[config.mk]
export PLATFORM = sky130hd
export DESIGN_NAME = fb_write_arbiter
export DESIGN_NICKNAME = d
export VERILOG_FILES = /design/src/rtl/fb_write_arbiter.sv
export SDC_FILE = /design/constraint.sdc
export NUM_CORES = 1
export LEC_CHECK = 0
export BUFFER_PORTS_ARGS = -buffer_cell sky130_fd_sc_hd__buf_2
export CAP_MARGIN = 20
export CORE_UTILIZATION = 25
export CTS_CLUSTER_DIAMETER = 60
export CTS_CLUSTER_SIZE = 12
export DETAILED_ROUTE_END_ITERATION = 10
export GPL_TIMING_DRIVEN = 0
export PLACE_DENSITY_LB_ADDON = 0.15
export SYNTH_ARGS = -nofsm -noshare
export SYNTH_HDL_FRONTEND = slang
export SYNTH_SLANG_ARGS = --single-unit
[constraint.sdc]
create_clock -name clock -period 2.55 [get_ports clock]
set_input_delay 0.3825 -clock clock [delete_from_list [all_inputs] [get_ports clock]]
set_output_delay 0.3825 -clock clock [all_outputs]
set_load 0.05 [all_outputs]
[src/rtl/fb_write_arbiter.sv]
// Frame-buffer write-port arbiter: processor store FIFO and brush requester share the
// port round-robin; a full-screen clear engine takes the port exclusively while running.
module fb_write_arbiter #(
   parameter int ADDR_W     = 19,
   parameter int DATA_W     = 8,
   parameter int FB_DEPTH   = 307200,
   parameter int FIFO_DEPTH = 4
) (
   input  logic              clock,
   input  logic              reset,
   input  logic              cpu_we,
   input  logic [31:0]       cpu_addr,
   input  logic [31:0]       cpu_data,
   input  logic              brush_valid,
   output logic              brush_ready,
   input  logic [ADDR_W-1:0] brush_addr,
   input  logic [DATA_W-1:0] brush_data,
   input  logic              clr_start,
   input  logic [DATA_W-1:0] clr_color,
   output logic              clr_busy,
   output logic              clr_done,
   output logic              cpu_overflow,
   output logic              fb_we,
   output logic [ADDR_W-1:0] fb_addr,
   output logic [DATA_W-1:0] fb_data
);

   localparam int PW = $clog2(FIFO_DEPTH);
   localparam int CW = PW + 1;
   localparam logic [ADDR_W-1:0] LAST_ADDR = ADDR_W'(FB_DEPTH - 1);

   typedef enum logic {ARB, CLEAR} state_t;
   typedef enum logic {SRC_BRUSH, SRC_CPU} src_t;

   state_t            state, state_nx;
   src_t              last_grant, last_grant_nx;
   logic [ADDR_W-1:0] cnt, cnt_nx;
   logic              clr_last, clr_last_nx;
   logic [DATA_W-1:0] color, color_nx;
   logic              fb_we_nx, clr_done_nx;
   logic [ADDR_W-1:0] fb_addr_nx;
   logic [DATA_W-1:0] fb_data_nx;

   logic [ADDR_W-1:0] q_addr [FIFO_DEPTH];
   logic [DATA_W-1:0] q_data [FIFO_DEPTH];
   logic [PW-1:0]     wr_ptr, rd_ptr;
   logic [CW-1:0]     count;
   logic              fifo_empty, fifo_full, cpu_ok, push, pop;
   logic              cpu_gnt, brush_gnt, brush_ok;
   logic              unused_hi;

   assign unused_hi  = ^cpu_data[31:DATA_W];
   assign fifo_empty = (count == '0);
   assign fifo_full  = (count == CW'(FIFO_DEPTH));
   assign cpu_ok     = cpu_we && (cpu_addr[31:ADDR_W] == '0) && (cpu_addr < 32'(FB_DEPTH));
   assign brush_ok   = 32'(brush_addr) < 32'(FB_DEPTH);

   // Both pending: serve the source opposite the previous grant.
   assign brush_ready = !reset && (state == ARB) && !clr_start &&
                        (fifo_empty || last_grant == SRC_CPU);
   assign brush_gnt   = brush_valid && brush_ready;
   assign cpu_gnt     = (state == ARB) && !clr_start && !fifo_empty &&
                        !(brush_valid && last_grant == SRC_CPU);
   assign pop         = cpu_gnt;
   // A full FIFO still takes a push when the same edge pops.
   assign push        = cpu_ok && (!fifo_full || pop);
   assign clr_busy    = (state == CLEAR);

   always_comb begin
      state_nx      = state;
      last_grant_nx = last_grant;
      cnt_nx        = cnt;
      clr_last_nx   = clr_last;
      color_nx      = color;
      fb_we_nx      = 1'b0;
      fb_addr_nx    = fb_addr;
      fb_data_nx    = fb_data;
      clr_done_nx   = 1'b0;
      case (state)
         ARB: begin
            if (clr_start) begin
               state_nx    = CLEAR;
               cnt_nx      = '0;
               clr_last_nx = 1'b0;
               color_nx    = clr_color;
            end else if (cpu_gnt) begin
               last_grant_nx = SRC_CPU;
               fb_we_nx      = 1'b1;
               fb_addr_nx    = q_addr[rd_ptr];
               fb_data_nx    = q_data[rd_ptr];
            end else if (brush_gnt) begin
               last_grant_nx = SRC_BRUSH;
               if (brush_ok) begin
                  fb_we_nx   = 1'b1;
                  fb_addr_nx = brush_addr;
                  fb_data_nx = brush_data;
               end
            end
         end
         CLEAR: begin
            // One idle cycle after the last write so busy covers it and done follows.
            if (clr_last) begin
               state_nx    = ARB;
               clr_last_nx = 1'b0;
               cnt_nx      = '0;
               clr_done_nx = 1'b1;
            end else begin
               fb_we_nx   = 1'b1;
               fb_addr_nx = cnt;
               fb_data_nx = color;
               if (cnt == LAST_ADDR) clr_last_nx = 1'b1;
               else                  cnt_nx      = cnt + 1'b1;
            end
         end
         default: state_nx = ARB;
      endcase
   end

   always_ff @(posedge clock) begin
      if (reset) begin
         state      <= ARB;
         last_grant <= SRC_BRUSH;
         cnt        <= '0;
         clr_last   <= 1'b0;
         color      <= '0;
         fb_we      <= 1'b0;
         fb_addr    <= '0;
         fb_data    <= '0;
         clr_done   <= 1'b0;
      end else begin
         state      <= state_nx;
         last_grant <= last_grant_nx;
         cnt        <= cnt_nx;
         clr_last   <= clr_last_nx;
         color      <= color_nx;
         fb_we      <= fb_we_nx;
         fb_addr    <= fb_addr_nx;
         fb_data    <= fb_data_nx;
         clr_done   <= clr_done_nx;
      end
   end

   always_ff @(posedge clock) begin
      if (reset) begin
         wr_ptr       <= '0;
         rd_ptr       <= '0;
         count        <= '0;
         cpu_overflow <= 1'b0;
      end else begin
         if (push) wr_ptr <= wr_ptr + 1'b1;
         if (pop)  rd_ptr <= rd_ptr + 1'b1;
         case ({push, pop})
            2'b10:   count <= count + 1'b1;
            2'b01:   count <= count - 1'b1;
            default: ;
         endcase
         if (cpu_ok && !push) cpu_overflow <= 1'b1;
      end
   end

   always_ff @(posedge clock) begin
      if (push) begin
         q_addr[wr_ptr] <= cpu_addr[ADDR_W-1:0];
         q_data[wr_ptr] <= cpu_data[DATA_W-1:0];
      end
   end

endmodule

==> metrics.csv <==
stage,metric,value,unit
outcome,status,"complete, no violations",
placed_design,place.port_buffers,111,
synthesis,syn_inst,598,
worst_hold_path,min_path_cells,1,
placed_design,place_inst,1099,
job,cap_violations,0,
power_and_ir_drop,p_per_area,670,nW/um2
die,die-area,30800,um2
critical_path,r2r-start,count[0],
synthesis,syn_avg_cell_area,12.6,um2
finish,area_growth,23.0,%
synthesis,syn-cell-area,7520,um2
timing,rsz0062_at_grt,false,
clocking,clkSlewWorstSetupHoldPaths,70,ps
critical_path,worstSetupStartpointType,flop,
synthesis,synth_cell_type_count,52,
detailed_routing,drc,0,
critical_path,cp-end-kind,flop,
placed_design,gp_congestion,0.884,
timing,max_freq,0.412,GHz
critical_path,reg2reg_slack,120,ps
power_and_ir_drop,p_leak,3.34,nW
critical_path,r2r_cells,8,
critical_path,path_class,reg2reg,
critical_path,cp_data_required_time,2870,ps
worst_hold_path,hp-start,cpu_addr[9],
synthesis,synth.most_common_cell,edfxtp_1,
detailed_routing,drtIter0Drc,297,
synthesis,synthTopCellsByCount,"edfxtp_1 (108), dfxtp_1 (69), nand2_1 (63)",
global_route,grt_max_degree,28,
clocking,clock_sinks,177,
global_route,grt_pass1_wl,32200,um
timing,fin_crit_sh,95.2,%
timing,relSlewSlack,45.9,%
die,die_height,175,um
timing,whs,163,ps
synthesis,yosysTopAreaCellShare,43.1,%
detailed_routing,routed_wl,21600,um
timing,finalSetupViolCount,0,
placed_design,dp_hpwl,15100,um
die,dieWidth,175,um
finish,stdcell_count,1137,
global_route,antenna_found_initial,2,
detailed_routing,viasPerCell,4.59,
worst_hold_path,whs_endpoint,q_addr[1][9],
synthesis,synth_area_leaders,"edfxtp_1 (43%), dfxtp_1 (18%), mux4_2 (8.1%)",
synthesis,synth_edf_count,108,
die,initial_core_util,25.4,%
clocking,cts_tree,built,
timing,finalMaxSlewViolations,0,
detailed_routing,firstDrtPassIters,4,
finish,drive_gt1_share,26.7,%
timing,finalHoldViolCount,0,
critical_path,r2r_end,count[2],
finish,fin_nets,843,
die,core,29600,um2
critical_path,cp_max_fo,6,
clocking,htreeDepth,4,
synthesis,synth_seq_cells,177,
synthesis,yosys_warnings,0,
detailed_routing,antenna_left,0,
finish,fin_util,31.2,%
detailed_routing,routedWlPerCell,19.0,um
clocking,worst_skew_pair.late_latency,430,ps
power_and_ir_drop,vdd_ir_drop_max,0.000384,V
clocking,cts-buffers-inserted,17,
synthesis,synthFlopType,edfxtp_1,
critical_path,arrival,2750,ps
die,ioPinCount,136,
synthesis,synth_largest_area_cell,edfxtp_1,
global_route,grt_use_total,14.2,%
worst_hold_path,hp-class,in2reg,
clocking,cts-root-buf,clkbuf_16,
die,rows,63,
synthesis,seq_area_frac_synth,61.5,%
clocking,cts_buffer_depth,2,
synthesis,synth_nets,708,
detailed_routing,routed-via-count,5223,
timing,clock-skew-final,11.8,ps
timing,period_minus_slack,2430,ps
timing,tightest_slew,805,ps
global_route,grt_pass1_vias,5372,
synthesis,async_flop_share,0,%
global_route,overflow,0,
[critical path: stages, from the launching register on]
cell and delay (ps):
dfxtp_1 370, or3_4 400, and2_4 150, buf_6 130, o21ai_0 140, inv_1 130
fa_1 400, mux2_4 320, mux2_4 300
[state kept, by name, summed over array words and instances (netlist names), 2 cells and up, named ones only]
register,count
color,8
rd_ptr,2
count,3
q_addr,76
cnt,19
fb_addr,19
wr_ptr,2
q_data,32
fb_data,8
[repair_timing]
| item | 4_1_cts | 5_1_grt |
|---|---|---|
| pin swaps | 4 | 1 |
| cloned | 3 | 1 |
| endpoints found under the setup margin | 117 | 106 |
| buffers inserted | 2 | 0 |
| hold endpoints to repair | 0 | 0 |
| gates resized for setup | 9 | 7 |
| hold buffers | 0 | 0 |
[worst max path at each step]
stage | endpoint | startpoint | slack, ps | cells after the start
finish | count[2] | count[0] | 120 | 8
global route | cnt[11] | cnt[0] | 10 | 6
global placement | q_data[0][0] | clr_busy | -650 | 6
CTS | cnt[15] | cnt[0] | 30 | 6
floorplan | q_addr[0][0] | clr_busy | 30 | 6
detailed placement | q_data[0][3] | clr_busy | -720 | 6
[per-stage QoR]
| step | power, mW | setup slack, ps | cell area, um2 | setup TNS (ps) |
|---|---|---|---|---|
| 4_1_cts | 6.27 | 34.4 | 9230 | 0 |
| 6_report | 6.20 | 122 | 9250 | 0 |
| 3_3_place_gp | 3.64 | -651 | 8570 | -70300 |
| 3_5_place_dp | 3.65 | -717 | 8570 | -76170 |
| 2_1_floorplan | 3.45 | 33.2 | 7530 | 0 |
| 5_1_grt | 6.40 | 11.8 | 9250 | 0 |
[per-layer routing]
layer / track usage (%) / part of all wire [%] / vias up
li1: - / - / 2500
met1: 17.9 / 44 / 2588
met2: 24.6 / 51 / 113
met3: 2.42 / 3.4 / 20
met4: 4.35 / 1.3 / 2
met5: 0 / 0.060 / -
[power breakdown]
group	internal, mW	leakage [nW]	total (mW)	switching, mW
Clock	1.33	0.292	2.62	1.29
Combinational	0.152	1.52	0.483	0.331
Sequential	3.07	1.53	3.10	0.0305
Total	4.54	3.34	6.20	1.65
[cell type report]
class,count,area [um2]
diodes,1,2.50
plain buffers,37,163
clock buffers,17,425
clock inverters,15,174
fillers,3049,20400
inverters,31,116
multi-input cells,356,2690
flip-flops and latches,177,4620
well taps,390,488
repair buffers,113,571
[logic make-up after synthesis]
group	share of synthesized area, %
flip-flops	61.5
XOR/XNOR	1.40
buffers and inverters	3.69
adder cells (fa/ha/maj)	1.10
AND/OR/NAND/NOR	12.7
AO/OA/AOI/OAI	7.13
multiplexers	12.5
[layout by cell type (no fill, tap or decap), types with 6 or more instances in the layout]
cell type	n
a31oi_1	9
inv_1	31
and2_4	8
buf_1	6
mux4_2	27
xor2_1	8
nand2_1	63
nand2b_1	7
buf_2	116
edfxtp_1	108
nor2_1	54
dfxtp_1	69
clkbuf_1	21
o311ai_0	27
a21oi_1	17
nand3_1	37
clkbuf_16	17
mux2i_1	28
Power figures use the tool's default switching activity.
